**config.mk**
```make
export PLATFORM = sky130hd
export DESIGN_NAME = data_memory_responder
export DESIGN_NICKNAME = d
export VERILOG_FILES = /design/src/rtl/data_memory_responder.sv
export SDC_FILE = /design/constraint.sdc
export NUM_CORES = 2
export LEC_CHECK = 0
export BUFFER_PORTS_ARGS = -buffer_cell sky130_fd_sc_hd__buf_2
export CORE_UTILIZATION = 60
export CTS_CLUSTER_SIZE = 10
export DETAILED_ROUTE_END_ITERATION = 16
export PLACE_DENSITY = 0.76
export SLEW_MARGIN = 10
export SYNTH_ARGS = -nofsm -noshare
export SYNTH_HDL_FRONTEND = slang
export SYNTH_SLANG_ARGS = --single-unit
```
**constraint.sdc**
```tcl
create_clock -name CLOCK -period 5.3 [get_ports CLOCK]
set_input_delay 0.265 -clock CLOCK [delete_from_list [all_inputs] [get_ports CLOCK]]
set_output_delay 0.265 -clock CLOCK [all_outputs]
set_load 0.03 [all_outputs]
```
**src/rtl/data_memory_responder.sv**
```systemverilog
// Data-memory responder for the 8-bit CPU. It accepts one READ/WRITE request,
// stalls the CPU with BUSYWAIT for LATENCY cycles, then commits the access.
//
//   state  | meaning
//   -------+-----------------------------------------------------------------
//   IDLE   | waiting; a request raises BUSYWAIT at once and is latched
//   ACCESS | latency countdown; commit on the edge where the counter hits 0
//   DONE   | one BUSYWAIT-low cycle, requests ignored, then back to IDLE
module data_memory_responder #(
   parameter int unsigned ADDR_W  = 8,
   parameter int unsigned DATA_W  = 8,
   parameter int unsigned LATENCY = 5
) (
   input  logic              CLOCK,
   input  logic              RESET,
   input  logic              READ,
   input  logic              WRITE,
   input  logic [ADDR_W-1:0] ADDRESS,
   input  logic [DATA_W-1:0] WRITEDATA,
   output logic [DATA_W-1:0] READDATA,
   output logic              BUSYWAIT
);

   localparam int unsigned DEPTH  = 2 ** ADDR_W;
   localparam int unsigned LOAD_I = (LATENCY > 1) ? (LATENCY - 1) : 0;
   localparam logic [3:0]  LOAD   = LOAD_I[3:0];

   typedef enum logic [1:0] {
      IDLE   = 2'd0,
      ACCESS = 2'd1,
      DONE   = 2'd2
   } state_t;

   state_t              state_q, state_d;
   logic [3:0]          cnt_q, cnt_d;
   logic [ADDR_W-1:0]   addr_q, addr_d;
   logic [DATA_W-1:0]   wdata_q, wdata_d;
   logic                we_q, we_d;
   logic [DATA_W-1:0]   readdata_q;
   logic [DATA_W-1:0]   mem_q [DEPTH];

   logic                commit;
   logic                commit_we;
   logic [ADDR_W-1:0]   commit_addr;
   logic [DATA_W-1:0]   commit_data;
   logic                busy;

   // Control state, counter and latched request.
   always_ff @(posedge CLOCK) begin
      if (RESET) begin
         state_q <= IDLE;
         cnt_q   <= '0;
         addr_q  <= '0;
         wdata_q <= '0;
         we_q    <= 1'b0;
      end else begin
         state_q <= state_d;
         cnt_q   <= cnt_d;
         addr_q  <= addr_d;
         wdata_q <= wdata_d;
         we_q    <= we_d;
      end
   end

   // Next-state, counter load/decrement, commit strobe and BUSYWAIT.
   always_comb begin
      state_d     = state_q;
      cnt_d       = cnt_q;
      addr_d      = addr_q;
      wdata_d     = wdata_q;
      we_d        = we_q;
      commit      = 1'b0;
      commit_we   = we_q;
      commit_addr = addr_q;
      commit_data = wdata_q;
      busy        = 1'b0;
      case (state_q)
         IDLE: begin
            if (READ || WRITE) begin
               busy    = 1'b1;
               addr_d  = ADDRESS;
               wdata_d = WRITEDATA;
               // READ and WRITE together are treated as a write.
               we_d    = WRITE;
               if (LATENCY == 1) begin
                  // Single-cycle build commits straight from the request.
                  commit      = 1'b1;
                  commit_we   = WRITE;
                  commit_addr = ADDRESS;
                  commit_data = WRITEDATA;
                  state_d     = DONE;
               end else begin
                  cnt_d   = LOAD;
                  state_d = ACCESS;
               end
            end
         end
         ACCESS: begin
            busy  = 1'b1;
            cnt_d = cnt_q - 4'd1;
            if (cnt_q <= 4'd1) begin
               cnt_d   = '0;
               commit  = 1'b1;
               state_d = DONE;
            end
         end
         DONE: begin
            state_d = IDLE;
         end
         default: begin
            state_d = IDLE;
         end
      endcase
   end

   // Storage: cleared on reset, written on a write commit.
   always_ff @(posedge CLOCK) begin
      if (RESET) begin
         for (int i = 0; i < DEPTH; i++) begin
            mem_q[i] <= '0;
         end
      end else if (commit && commit_we) begin
         mem_q[commit_addr] <= commit_data;
      end
   end

   // Read data register: only a read commit updates it.
   always_ff @(posedge CLOCK) begin
      if (RESET) begin
         readdata_q <= '0;
      end else if (commit && !commit_we) begin
         readdata_q <= mem_q[commit_addr];
      end
   end

   assign READDATA = readdata_q;
   assign BUSYWAIT = busy;

endmodule

```
* Word level (Yosys, flattened, before mapping)
Memories as Yosys holds them, arrays and structs flattened. A register that Yosys moved wholly into a read port is not among the register bits.
Index checks and enable logic that the tools add are counted.
** Word-level totals
- Memories kept :: 1
- Register bits :: 23
- Bits in writable memories :: 2048
- Output and inout port bits :: 9
- Word-level logic and storage cells :: 39
- Bits of input ports :: 20
** Memory list
- mem_q :: depth 256, bits a word 8, rd ports 1, clocked after memory_dff 1, write ports 256, line 40 : logic [DATA_W-1:0] mem_q [DEPTH];
** Operators by class
- Reductions and logical operators :: 10
- Muxes and demuxes :: 18
- Add/subtract/negate cells :: 1
- Equal/unequal tests :: 3
- Order comparisons :: 1
** Operators by type and width (count)
- two-way mux 8 bit :: 2
- two-way mux 1 bit :: 9
- two-way mux 4 bit :: 2
- case mux 4 bit (2 select lines) :: 1
- OR reduction 8 bit :: 1
- AND reduction 2 bit :: 3
- less-or-equal comparator 4 x 1 -> 1 bit, second input constant :: 1
- two-way mux 2 bit :: 2
- inequality test 2 bit, second input constant :: 2
- case mux 2 bit (2 select lines) :: 1
- subtractor 4 x 1 -> 4 bit, second input constant :: 1
- equality test 2 x 1 -> 1 bit, second input constant :: 1
- logical AND 1 bit :: 2
- logical NOT 2 bit :: 1
- case mux 1 bit (2 select lines) :: 1
- nonzero test 2 bit :: 1
- logical NOT 1 bit :: 1
- logical OR 1 bit :: 1

* Depth between registers and ports, before layout
- Depth in word-level cells :: 9
- Depth in mapped cells :: 12
- Depth with buffers taken out :: 9

* Worst setup path after synthesis
Ideal clock, no wire load.
- Path type :: flip-flop to flip-flop
- Start point :: register addr_q[0]
- End point :: memory mem_q[159][0], enable pin
- Arrival time :: 2.162 ns
- Stages on the path, launching flop included :: 10
- Slack :: 2.812 ns
- Clock period less this slack :: 2.488 ns
- Library setup time :: 0.326 ns
- Path through :: dfxtp_1 buf_6 buf_6 buf_6 buf_4 nand4_2 nor2_2 buf_4 buf_2 a21o_1
** RTL lines
- start: declaration :: line 36 : logic [ADDR_W-1:0] addr_q, addr_d;
- start signal: assignment :: line 59 : addr_q <= addr_d;
- end: declaration :: line 40

==> results.md <==
* P_leak at 45.02 nW
* Total CTS buffers at 228
* Max-slew violations at 0
* Area of the core at 161,100 um2
* Slew HR at 11.66%
* Vert. Die Dim at 405.6 um
* Starting Density at 60.66%
* Max layer used: met5
* Setup Skew at 0.04715 ns
* FP Rows at 147
* Final Cycle Share at 82.00%
* M1 wire length at 98.21 mm
* Die Wd at 405.6 um
* Crit path capture type: flop
* Crit start category: flop
* VDD IR max at 0.3178 mV
* Worst min path class: in2reg
* Inst Count DP at 8,108
* Total Die Area at 164,500 um2
* P&R area growth vs syn at 7.910%
* Sequential area share after synthesis at 63.56%
* Initial antenna violation count at 12
* Cells after Synth at 6,689
* Final number of setup-violating endpoints at 0
* Ys async rst share at 0%
* Largest net degree at the start of global routing at 221
* Drt pass-1 iters at 9
* PortBufs at 28
* Finished Layout Cells at 8,484
* Synth area leaders: edfxtp_1 63%, and3_1 13%, mux4_2 11%
* Max Cap Violations at 0
* Critical path cell sequence: and2_2 > a22oi_1 > a22o_1 > a2111oi_0 > o2111a_1 > o31ai_1 > a32o_1
* IO Count at 29
* Final Total Pwr at 37.67 mW
* CP max-delay cell: a2111oi_0
* Synthesis-stage register bit count at 2,079
* Clock transition at path regs at 0.06 ns
* Final hold slack at 0.3092 ns
* Syn Nets at 6,711
* Reg2Reg Setup Slack at 0.95 ns
* Setup TNS at 0 ns
* GRT overflow at 0
* Final nets at 6,233
* H-Tree Depth at 4
* CP max FO at 30
* DP Wirelength at 154.5 mm
* CTS sink cnt at 2,079
* Top post-synthesis cells by count: 2,061 x and3_1, 2,048 x edfxtp_1, 682 x clkbuf_1
* Met3 wire length at 37.29 mm
* Post-synth top flop: edfxtp_1
* Worst-margin pin slew at 1.292 ns
* Synth top area share at 62.93%
* Netlist cell types at 70
* Vias in the first global route at 58.49k
* Post-Route WL at 271.6 mm
* CP Buf/Inv Count at 0
* Post-synth EDFFs at 2,048
* Max Freq at 230.1 MHz
* Layout cells sized above 1 at 16.07%
* Fill cells at 10.80k
* Most instantiated library cell after synthesis: and3_1
* Status: finished, final reports clean
* Number of routed nets with antenna violations at 0
* Average cell area after synthesis at 14.61 um2
* Buffer levels on the longest clock path at 3
* Wire length per cell at 32.02 um
* Vias after detailed routing at 61.30k
* DR WL met2 at 124.9 mm
* P per Cell Area at 357.2 nW/um2
* Yosys top cell by area: edfxtp_1
* Root buf cell: clkbuf_16
* GRT Total Usage at 32.93%
* Final hold vios at 0
* TritonCTS clock tree: built
* CP top delay family: compound AO/OA/AOI/OAI gates
* CP max stage delay at 1.07 ns
* RSZ-0062 raised after global routing: false
* Critical Path RT at 6.06 ns
* Fin crit period at 4.346 ns
* Crit path DAT at 5.11 ns
* WS Path Type: reg2reg
* Netlist Area Pre-Place at 97,730 um2
* First-pass GRT wire length at 397.6 mm
* Yosys warning count at 0
* DRC Markers at 0
* Clk_lat worst skew at 0.88 ns
* RePlAce Congestion at 0.8728
* Vias per cell at 7.225
* Post-CTS Setup Inserts at 0
* Initial DRC count at 10.53k
stage by stage:
step	utilization, %	setup WS [ns]	instance area [um2]
floorplan	-	2.812	97730
global placement	61.28	1.154	98730
detailed placement	61.29	1.172	98740
CTS	65.45	1.166	105500
global route	65.45	1.092	105500
finish	65.46	0.9538	105500
state kept, by name (all words and copies together), names as in the netlist:
register,cells
state_q,2
cnt_q,4
commit_we,1
commit_data,8
READDATA,8
mem_q,2048
addr_q,8
per-layer routing:
| metal | vias up | GRT usage (%) |
|---|---|---|
| met5 | - | 0 |
| met4 | 18 | 12.40 |
| met3 | 685 | 8.480 |
| met2 | 4566 | 49.76 |
| met1 | 30931 | 46.37 |
| li1 | 25097 | - |
what timing repair did:
item / in CTS / in global routing
resized for setup: 0 / 0
endpoints found under the hold margin: 22 / 0
hold buffers: 32 / 0
area by class of cell:
class,count,area [um2],area share (%)
Sequential cell,2079,62170,58.95
Timing Repair Buffer,239,2570,2.437
Clock buffer,324,6150,5.831
Multi-Input combinational cell,3655,31590,29.95
Inverter,8,40.04,0.03796
Clock inverter,16,236.5,0.2242
Tap cell,2160,2703,2.563
Antenna cell,3,7.507,0.007118
tightest hold or removal path: stages:
cell	delay [ns]
dlygate4sd3_1	0.54
buf_2	0.12
nand2_1	0.05
a21oi_1	0.12
path summary, 6_finish.rpt:
check                     end        from  cells past startpoint
setup / recovery  READDATA[7]   addr_q[3]                      7
hold / removal      addr_q[3]  ADDRESS[3]                      4
setup reg to reg  READDATA[7]   addr_q[3]                      7
hold reg to reg      cnt_q[2]    cnt_q[2]                      2
kinds of logic after synthesis:
kind of cell	after synthesis	share of synthesized area [%]
compound gates	486	3.694
xor+xnor	2	0.01793
fa+ha+maj	2	0.02560
buf+inv	955	4.326
flops	2079	63.56
mux	662	13.06
simple gates	2503	15.32
power breakdown:
group          internal (mW)  switching [mW]
logic                   1.47            2.98
clock network           7.92            6.27
registers               18.6           0.438
total                   28.0            9.69
cells in the final DEF, fill, tap and decap left out, types with 32 or more instances in the layout:
master,n
and3_1,2056
a21o_1,256
a22oi_1,49
edfxtp_1,2048
nor2_1,44
nand3_1,62
nand2_1,241
a32oi_1,43
mux4_2,490
clkbuf_16,231
a21oi_1,37
buf_12,60
mux2i_1,167
dlygate4sd3_1,32
buf_4,117
clkbuf_1,91
No activity file was read; power rests on OpenSTA's default activity.
